<file path="src/rtl/mem_access_stage.sv">
// mem_access_stage: MEM-stage load/store unit.
//
// Takes the registered EX/MEM fields (address, store data, write flag, result
// select, funct3) and runs one data-memory transaction over a ready/valid bus.
// Stores are lane-replicated with byte strobes. Loads are aligned and sign- or
// zero-extended. StallM holds the upstream pipeline while an access is in flight.
//
// Ports:
//   clk, rst          clock; asynchronous active-high reset
//   ALUResultM        effective byte address
//   WriteDataM        store data (rs2)
//   MemWriteM         store present
//   ResultSrcM        2'b01 marks a load
//   funct3M           access size / signedness
//   ReadDataM         formatted load data, valid only in the completion cycle
//   StallM            hold IF/ID/EX/MEM this cycle
//   MisalignM         misaligned access; no bus access is made
//   mem_req/mem_we    bus request / write enable
//   mem_addr          word-aligned bus address
//   mem_wdata         lane-replicated store data
//   mem_wstrb         byte strobes, 0 on reads
//   mem_ready         request accepted while mem_req=1
//   mem_rvalid        read data valid
//   mem_rdata         read word
module mem_access_stage #(
   parameter int unsigned DATA_WIDTH = 32
) (
   input  logic                  clk,
   input  logic                  rst,
   input  logic [DATA_WIDTH-1:0] ALUResultM,
   input  logic [DATA_WIDTH-1:0] WriteDataM,
   input  logic                  MemWriteM,
   input  logic [1:0]            ResultSrcM,
   input  logic [2:0]            funct3M,
   output logic [DATA_WIDTH-1:0] ReadDataM,
   output logic                  StallM,
   output logic                  MisalignM,
   output logic                  mem_req,
   output logic                  mem_we,
   output logic [DATA_WIDTH-1:0] mem_addr,
   output logic [DATA_WIDTH-1:0] mem_wdata,
   output logic [3:0]            mem_wstrb,
   input  logic                  mem_ready,
   input  logic                  mem_rvalid,
   input  logic [DATA_WIDTH-1:0] mem_rdata
);

   typedef enum logic [1:0] {StIdle, StReq, StResp, StDone} state_e;

   state_e                state_q, state_d;
   logic [DATA_WIDTH-1:0] addr_q, wdata_q, rdata_q;
   logic [3:0]            wstrb_q;
   logic                  we_q;
   logic [2:0]            f3_q;
   logic [1:0]            off_q;

   // Decode of the instruction currently presented in MEM
   logic                  is_store, is_load, legal, misaligned, start;
   logic [1:0]            off;
   logic [DATA_WIDTH-1:0] fmt_wdata;
   logic [3:0]            fmt_wstrb;
   logic [DATA_WIDTH-1:0] lane_word, load_fmt;

   always_comb begin
      is_store   = MemWriteM;
      is_load    = !MemWriteM && (ResultSrcM == 2'b01);
      off        = ALUResultM[1:0];
      legal      = 1'b0;
      misaligned = 1'b0;
      if (is_store) begin
         legal = (funct3M == 3'b000) || (funct3M == 3'b001) || (funct3M == 3'b010);
      end else if (is_load) begin
         legal = (funct3M == 3'b000) || (funct3M == 3'b001) || (funct3M == 3'b010) ||
                 (funct3M == 3'b100) || (funct3M == 3'b101);
      end
      if (legal) begin
         misaligned = ((funct3M[1:0] == 2'b01) && off[0]) ||
                      ((funct3M[1:0] == 2'b10) && (off != 2'b00));
      end
      start = legal && !misaligned;
   end

   // Store formatting: replicate data across lanes, strobe only the addressed bytes
   always_comb begin
      fmt_wdata = WriteDataM;
      fmt_wstrb = 4'b1111;
      unique case (funct3M[1:0])
         2'b00: begin
            fmt_wdata = {4{WriteDataM[7:0]}};
            fmt_wstrb = 4'b0001 << off;
         end
         2'b01: begin
            fmt_wdata = {2{WriteDataM[15:0]}};
            fmt_wstrb = 4'b0011 << off;
         end
         default: begin
            fmt_wdata = WriteDataM;
            fmt_wstrb = 4'b1111;
         end
      endcase
   end

   // Load formatting from the captured word
   always_comb begin
      lane_word = rdata_q >> {off_q, 3'b000};
      load_fmt  = lane_word;
      unique case (f3_q)
         3'b000:  load_fmt = {{24{lane_word[7]}}, lane_word[7:0]};
         3'b001:  load_fmt = {{16{lane_word[15]}}, lane_word[15:0]};
         3'b100:  load_fmt = {24'd0, lane_word[7:0]};
         3'b101:  load_fmt = {16'd0, lane_word[15:0]};
         default: load_fmt = rdata_q;
      endcase
   end

   // Next state
   always_comb begin
      state_d = state_q;
      unique case (state_q)
         StIdle: if (start) state_d = StReq;
         StReq:  if (mem_ready) state_d = we_q ? StDone : StResp;
         StResp: if (mem_rvalid) state_d = StDone;
         StDone: state_d = StIdle;
         default: state_d = StIdle;
      endcase
   end

   always_ff @(posedge clk or posedge rst) begin
      if (rst) begin
         state_q <= StIdle;
         addr_q  <= '0;
         wdata_q <= '0;
         wstrb_q <= '0;
         we_q    <= 1'b0;
         f3_q    <= '0;
         off_q   <= '0;
         rdata_q <= '0;
      end else begin
         state_q <= state_d;
         // Bus fields are captured once on entry so they stay stable through REQ
         if (state_q == StIdle && start) begin
            addr_q  <= {ALUResultM[DATA_WIDTH-1:2], 2'b00};
            wdata_q <= fmt_wdata;
            wstrb_q <= is_store ? fmt_wstrb : 4'b0000;
            we_q    <= is_store;
            f3_q    <= funct3M;
            off_q   <= off;
         end
         if (state_q == StResp && mem_rvalid) begin
            rdata_q <= mem_rdata;
         end
      end
   end

   // Outputs; combinational terms are gated so everything reads 0 while in reset
   always_comb begin
      StallM    = 1'b0;
      MisalignM = 1'b0;
      ReadDataM = '0;
      if (!rst) begin
         unique case (state_q)
            StIdle: begin
               StallM    = start;
               MisalignM = legal && misaligned;
            end
            StReq, StResp: StallM = 1'b1;
            StDone: if (!we_q) ReadDataM = load_fmt;
            default: StallM = 1'b0;
         endcase
      end
   end

   assign mem_req   = (state_q == StReq);
   assign mem_we    = we_q;
   assign mem_addr  = addr_q;
   assign mem_wdata = wdata_q;
   assign mem_wstrb = wstrb_q;

endmodule

</file>
<file path="config.mk">
export PLATFORM = sky130hd
export DESIGN_NAME = mem_access_stage
export DESIGN_NICKNAME = d
export VERILOG_FILES = /design/src/rtl/mem_access_stage.sv
export SDC_FILE = /design/constraint.sdc
export NUM_CORES = 1
export LEC_CHECK = 0
export ABC_AREA = 1
export ABC_CLOCK_PERIOD_IN_PS = 6400
export CAP_MARGIN = 10
export CORE_ASPECT_RATIO = 1.75
export CORE_MARGIN = 8
export CORE_UTILIZATION = 44
export CTS_CLUSTER_DIAMETER = 200
export DETAILED_ROUTE_END_ITERATION = 10
export HOLD_SLACK_MARGIN = 0.06
export PLACE_DENSITY_LB_ADDON = 0.12
export SLEW_MARGIN = 15
export SYNTH_ARGS = -nofsm -noshare
export SYNTH_HDL_FRONTEND = slang
export SYNTH_SLANG_ARGS = --single-unit
</file>
<file path="constraint.sdc">
create_clock -name clk -period 6.4 [get_ports clk]
set_input_delay 1.28 -clock clk [delete_from_list [all_inputs] [get_ports clk]]
set_output_delay 1.28 -clock clk [all_outputs]
set_load 0.01 [all_outputs]
</file>
# [After elaboration in Yosys (flattened, before gate mapping)]
# Cells that the tools add are included.
[word_totals] register_bits=106 inputBits=106
[classes] eq_ne=16 n_shift=3 n_mux=19 n_reduce_logical=21
[op_table] operator="32-bit case mux with 4 select lines" count=1
[op_table] operator="32-bit 2-to-1 mux" count=3
[op_table] operator="32-bit case mux with 2 select lines" count=1
[op_table] operator="32-bit by 5-bit right shift with 16-bit output" count=1
[op_table] operator="3-bit equality test (second input constant)" count=4
[op_table] operator="2-bit case mux with 4 select lines" count=1
[op_table] operator="4-bit case mux with 2 select lines" count=1
[op_table] operator="1-bit logical AND" count=7
[op_table] operator="1-bit 2-to-1 mux" count=7
[op_table] operator="2-bit by 1-bit equality test with 1-bit output (second input constant)" count=3
[op_table] operator="2-bit equality test (second input constant)" count=3
[op_table] operator="3-bit by 1-bit equality test with 1-bit output (second input constant)" count=2
[op_table] operator="3-bit logical NOT" count=2
[op_table] operator="2-bit 2-to-1 mux" count=3
[op_table] operator="1-bit logical OR" count=5
[op_table] operator="2-bit logical NOT" count=2
[op_table] operator="4-bit 2-to-1 mux" count=1
[op_table] operator="2-bit inequality test (second input constant)" count=2
[op_table] operator="1-bit by 2-bit << shifter with 4-bit output (first input constant)" count=1
[op_table] operator="2-bit by 2-bit << shifter with 4-bit output (first input constant)" count=1
[op_table] operator="3-bit by 2-bit equality test with 1-bit output (second input constant)" count=1
[op_table] operator="3-bit AND reduction" count=1
[op_table] operator="1-bit logical NOT" count=2
[op_table] operator="2-bit by 1-bit inequality test with 1-bit output (second input constant)" count=1
[op_table] operator="other kinds (3)" count=3

# [Logic depth before layout (Yosys ltp)]
[logic_depth] ltp_word=12 depth_mapped=12

# [Least setup slack after synthesis]
# Ideal clock, no wire load.
[synth_timing] path_kind="input-to-output" from="in rst" to="out ReadDataM[4]" arrival_time_ps=4623 path_slack_ps=497 cell_stages=6 path_buffers=1 path_cell_list="inv_1 nand2_1 inv_1 buf_1 o21ai_0 a21oi_1"
[synth_between] elab_chain_cells=1
[synth_lines] item="from (decl)" line="29" source="input logic rst,"
[synth_lines] item="32-bit 2-to-1 mux" line="160" source="if (!rst) begin"
[synth_lines] item="to (decl)" line="35" source="output logic [DATA_WIDTH-1:0] ReadDataM,"
# No other way between the ends.

# [Worst setup path after layout]
[layout_timing] from="in funct3M[1]" to="out StallM"
[layout_between] elab_chain_cells=12 word_cells_on_any_way=21
[layout_lines] item="from (decl)" line="34" source="input logic [2:0] funct3M,"
[layout_lines] item="3-bit by 1-bit equality test with 1-bit output / 3-bit logical NOT (equally long branches)" line="71, 73"
[layout_lines] item="1-bit logical OR (2 in a row)" line="71, 73"
[layout_lines] item="1-bit logical OR" line="73" source="legal = (funct3M == 3'b000) || (funct3M == 3'b001) || (funct3M == 3'b010) ||"
[layout_lines] item="1-bit logical OR" line="74" source="(funct3M == 3'b100) || (funct3M == 3'b101);"
[layout_lines] item="1-bit 2-to-1 mux" line="72" source="end else if (is_load) begin"
[layout_lines] item="1-bit 2-to-1 mux" line="70" source="if (is_store) begin"
[layout_lines] item="1-bit 2-to-1 mux" line="76" source="if (legal) begin"
[layout_lines] item="1-bit logical NOT" line="80" source="start = legal && !misaligned;"
[layout_lines] item="1-bit logical AND *" line="80"
[layout_lines] item="1-bit case mux with 2 select lines *" line="161" source="unique case (state_q)"
[layout_lines] item="1-bit 2-to-1 mux *" line="160"
[layout_lines] item="to (decl)" line="36" source="output logic StallM,"
# Mark *: on every way between the ends. The rest lies on a longest branch, timed or not.

==> impl_metrics.ini <==
[timing]
slew_violations = 0
rsz0062_at_grt = no
fmax_mhz = 202
setup_tns_ps = 0
max_slew.worst_pin.slew_ps = 932
min_period_over_period = 0.774
min_period_ps = 4950
clock_skew_ps = 6.54
slew-limit-headroom = 0.379
setup_violations = 0
hold_viol = 0

[power_and_ir_drop]
p_seq_frac = 0.371
intPower_mw = 2.14
comb_power_share = 0.446
p_sw_frac = 0.372
p_clk_frac = 0.182
p_switching_mw = 1.27
powerDensity_nw_per_um2 = 439
ir_drop_mv = 0.284
leakagePower_nw = 3.68

[layout]
antenna_cells = 0
drive_above_1_share = 0.0686
final_cells = 997
area_growth_pct = 44.9
stdcell_area_um2 = 7760
final_common_cell = nand2_1
final_cell_mix = 236 x nand2_1, 207 x clkdlybuf4s50_1, 106 x dfrtp_1
nFillCells = 1042
fin_nets = 968

[cts]
numCtsBuffers = 9
clock_path_buffers = 2
insertion_delay_ps = 340
cts_root_buffer = clkbuf_16
cts_setup_buffers = 0
cts_max_level = 3
holdBufCountCts = 0
cts.sinks = 106
cts.repair.resized = 0
cts_tree = built
path_clk_slew_ps = 70

[setup_path]
r2r_start = state_q[0]$_DFFE_PP0P_
required_ps = 5120
worst-setup-path-type = in -> out
crit_path_start = funct3M[1]
path_max_fanout = 39
reg2reg_depth = 5
end_kind = output pin
critPathLaunchType = primary input
crit_end = StallM
cp.arrival_ps = 3670
ff2ff_setup_slack_ps = 4310
reg2reg_to = off_q[1]$_DFFE_PP0P_

[logic_synthesis]
synthArstFlopShare = 1.00
synth_top_family_by_area = simple AND/OR/NAND/NOR gates
ys.flop_type = dfrtp_1
synth_fa_ha_area_frac = 0.0140
yosys_warnings = 0
yosys.area_share.xor_xnor = 0
syn_avg_cell_area_um2 = 7.99
muxShareOfSynthArea = 0.0589
synth-seq-cells = 106
syn_area_um2 = 5360
synth_compound_area_frac = 0.107
synth_edf_count = 0
seq_area_frac_synth = 0.495
synth_simple_gate_area_frac = 0.252
netlist_instances = 670
synth.distinct_cells = 29

[floorplanning]
die_area_um2 = 16100
die_h_um = 162
start_util = 0.449
fp-row-count = 53
ios = 210
core_area_um2 = 11900
dieWidth_um = 99.4

[routing]
via_count = 5132
dr.pass1.iters = 5
detail-route-antenna-nets = 0
avgViaCountPerCell = 5.15
totalWireLength_mm = 16.7
drcViolationCount = 0
routedWlPerCell_um = 16.8
drtIter0Drc = 252

[grt]
grt_antenna_before_repair = 0
grt_max_degree = 107
grt.overflow.total = 0
grt_pass1_wl_mm = 27.0
grt_pass1_vias = 5362
grt.total_usage = 0.211

[placement]
place_inst = 982
place.gp.congestion = 0.897
io_buffers = 207
placed_area_um2 = 7430
hpwl_mm = 12.7

[worst_hold_path]
whs_path_depth = 2
worstHoldPathType = reg -> reg

[job]
cap_violations = 0

[status]
outcome = finished clean
==> synth_stat cells, types with 3 or more instances <==
master,n,share of area
nand2_1,236,0.17
a21oi_1,29,0.027
nand2_2,3,0.0035
buf_4,6,0.0084
clkbuf_1,14,0.0098
o31ai_1,7,0.0098
o211ai_1,6,0.0084
ha_1,6,0.014
inv_2,3,0.0021
inv_1,37,0.026
mux2_2,28,0.059
o21ai_0,60,0.056
buf_6,5,0.011
nor2_1,64,0.045
nand3_1,33,0.031
dfrtp_1,106,0.50
buf_2,13,0.012
==> critical path: stages <==
cell and delay (ps):
clkdlybuf4s50_1 630, nor2_1 120, nand2_1 120, nand2_2 90, nor2_4 130, nand2_4 50
inv_2 470, nor2_1 110, nor2_1 110, clkdlybuf4s50_1 540
==> registers in the layout, summed over array words and instances (netlist names) <==
register / count
mem_we: 1
mem_wdata: 32
mem_addr: 30
state_q: 2
mem_wstrb: 4
f3_q: 3
rdata_q: 32
off_q: 2
==> stage by stage <==
| step | util | hold WS, ps | worst slack, ps | total power [mW] |
|---|---|---|---|---|
| after detailed placement | 0.622 | 470 | 1470 | 2.80 |
| after CTS | 0.650 | 490 | 1450 | 3.44 |
| final | 0.650 | 486 | 1450 | 3.41 |
| after global placement | 0.622 | 461 | 1580 | 2.75 |
| after global routing | 0.650 | 506 | 1250 | 3.65 |
| after floorplan | - | 474 | 497 | 2.04 |
==> kinds of logic after synthesis <==
logic type               Yosys count
other                              1
multiplexers                      28
AO/OA/AOI/OAI                    107
AND/OR/NAND/NOR                  341
buffers and inverters             81
adder cells (fa/ha/maj)            6
flip-flops                       106
==> metal layers <==
metal	wire [um]	up-vias	GRT usage
met4	447	0	0.0928
met2	8700	196	0.372
met1	6020	2397	0.216
li1	-	2506	-
met5	0	-	0
met3	1550	33	0.0793
==> power groups by stage <==
stage          combinational, mW  sequential, mW  clock, mW
6_report                    1.52            1.27      0.621
5_1_grt                     1.68            1.31      0.660
4_1_cts                     1.54            1.26      0.638
3_5_place_dp                1.53            1.27          0
3_3_place_gp                1.50            1.25          0
2_1_floorplan              0.772            1.27          0
==> area by class of cell <==
type | count | area (um^2) | share of cell area
Clock buffer | 10 | 229 | 0.0295
Tap cell | 137 | 171 | 0.0221
Inverter | 42 | 163 | 0.0210
Timing Repair Buffer | 213 | 2120 | 0.273
Multi-Input combinational cell | 484 | 2320 | 0.299
Clock inverter | 5 | 104 | 0.0134
Sequential cell | 106 | 2650 | 0.342
==> worst min path at each step <==
stage                                         start                        end  slack (ps)
after global placement    mem_wdata[30]$_DFFE_PP0P_  mem_wdata[30]$_DFFE_PP0P_         460
after floorplan              rdata_q[2]$_DFFE_PP0P_     rdata_q[2]$_DFFE_PP0P_         470
final                      mem_addr[30]$_DFFE_PP0P_   mem_addr[30]$_DFFE_PP0P_         490
after detailed placement   mem_addr[29]$_DFFE_PP0P_   mem_addr[29]$_DFFE_PP0P_         470
after global routing       mem_addr[30]$_DFFE_PP0P_   mem_addr[30]$_DFFE_PP0P_         510
after CTS                  mem_addr[30]$_DFFE_PP0P_   mem_addr[30]$_DFFE_PP0P_         490
No activity file was read; power rests on OpenSTA's default activity.
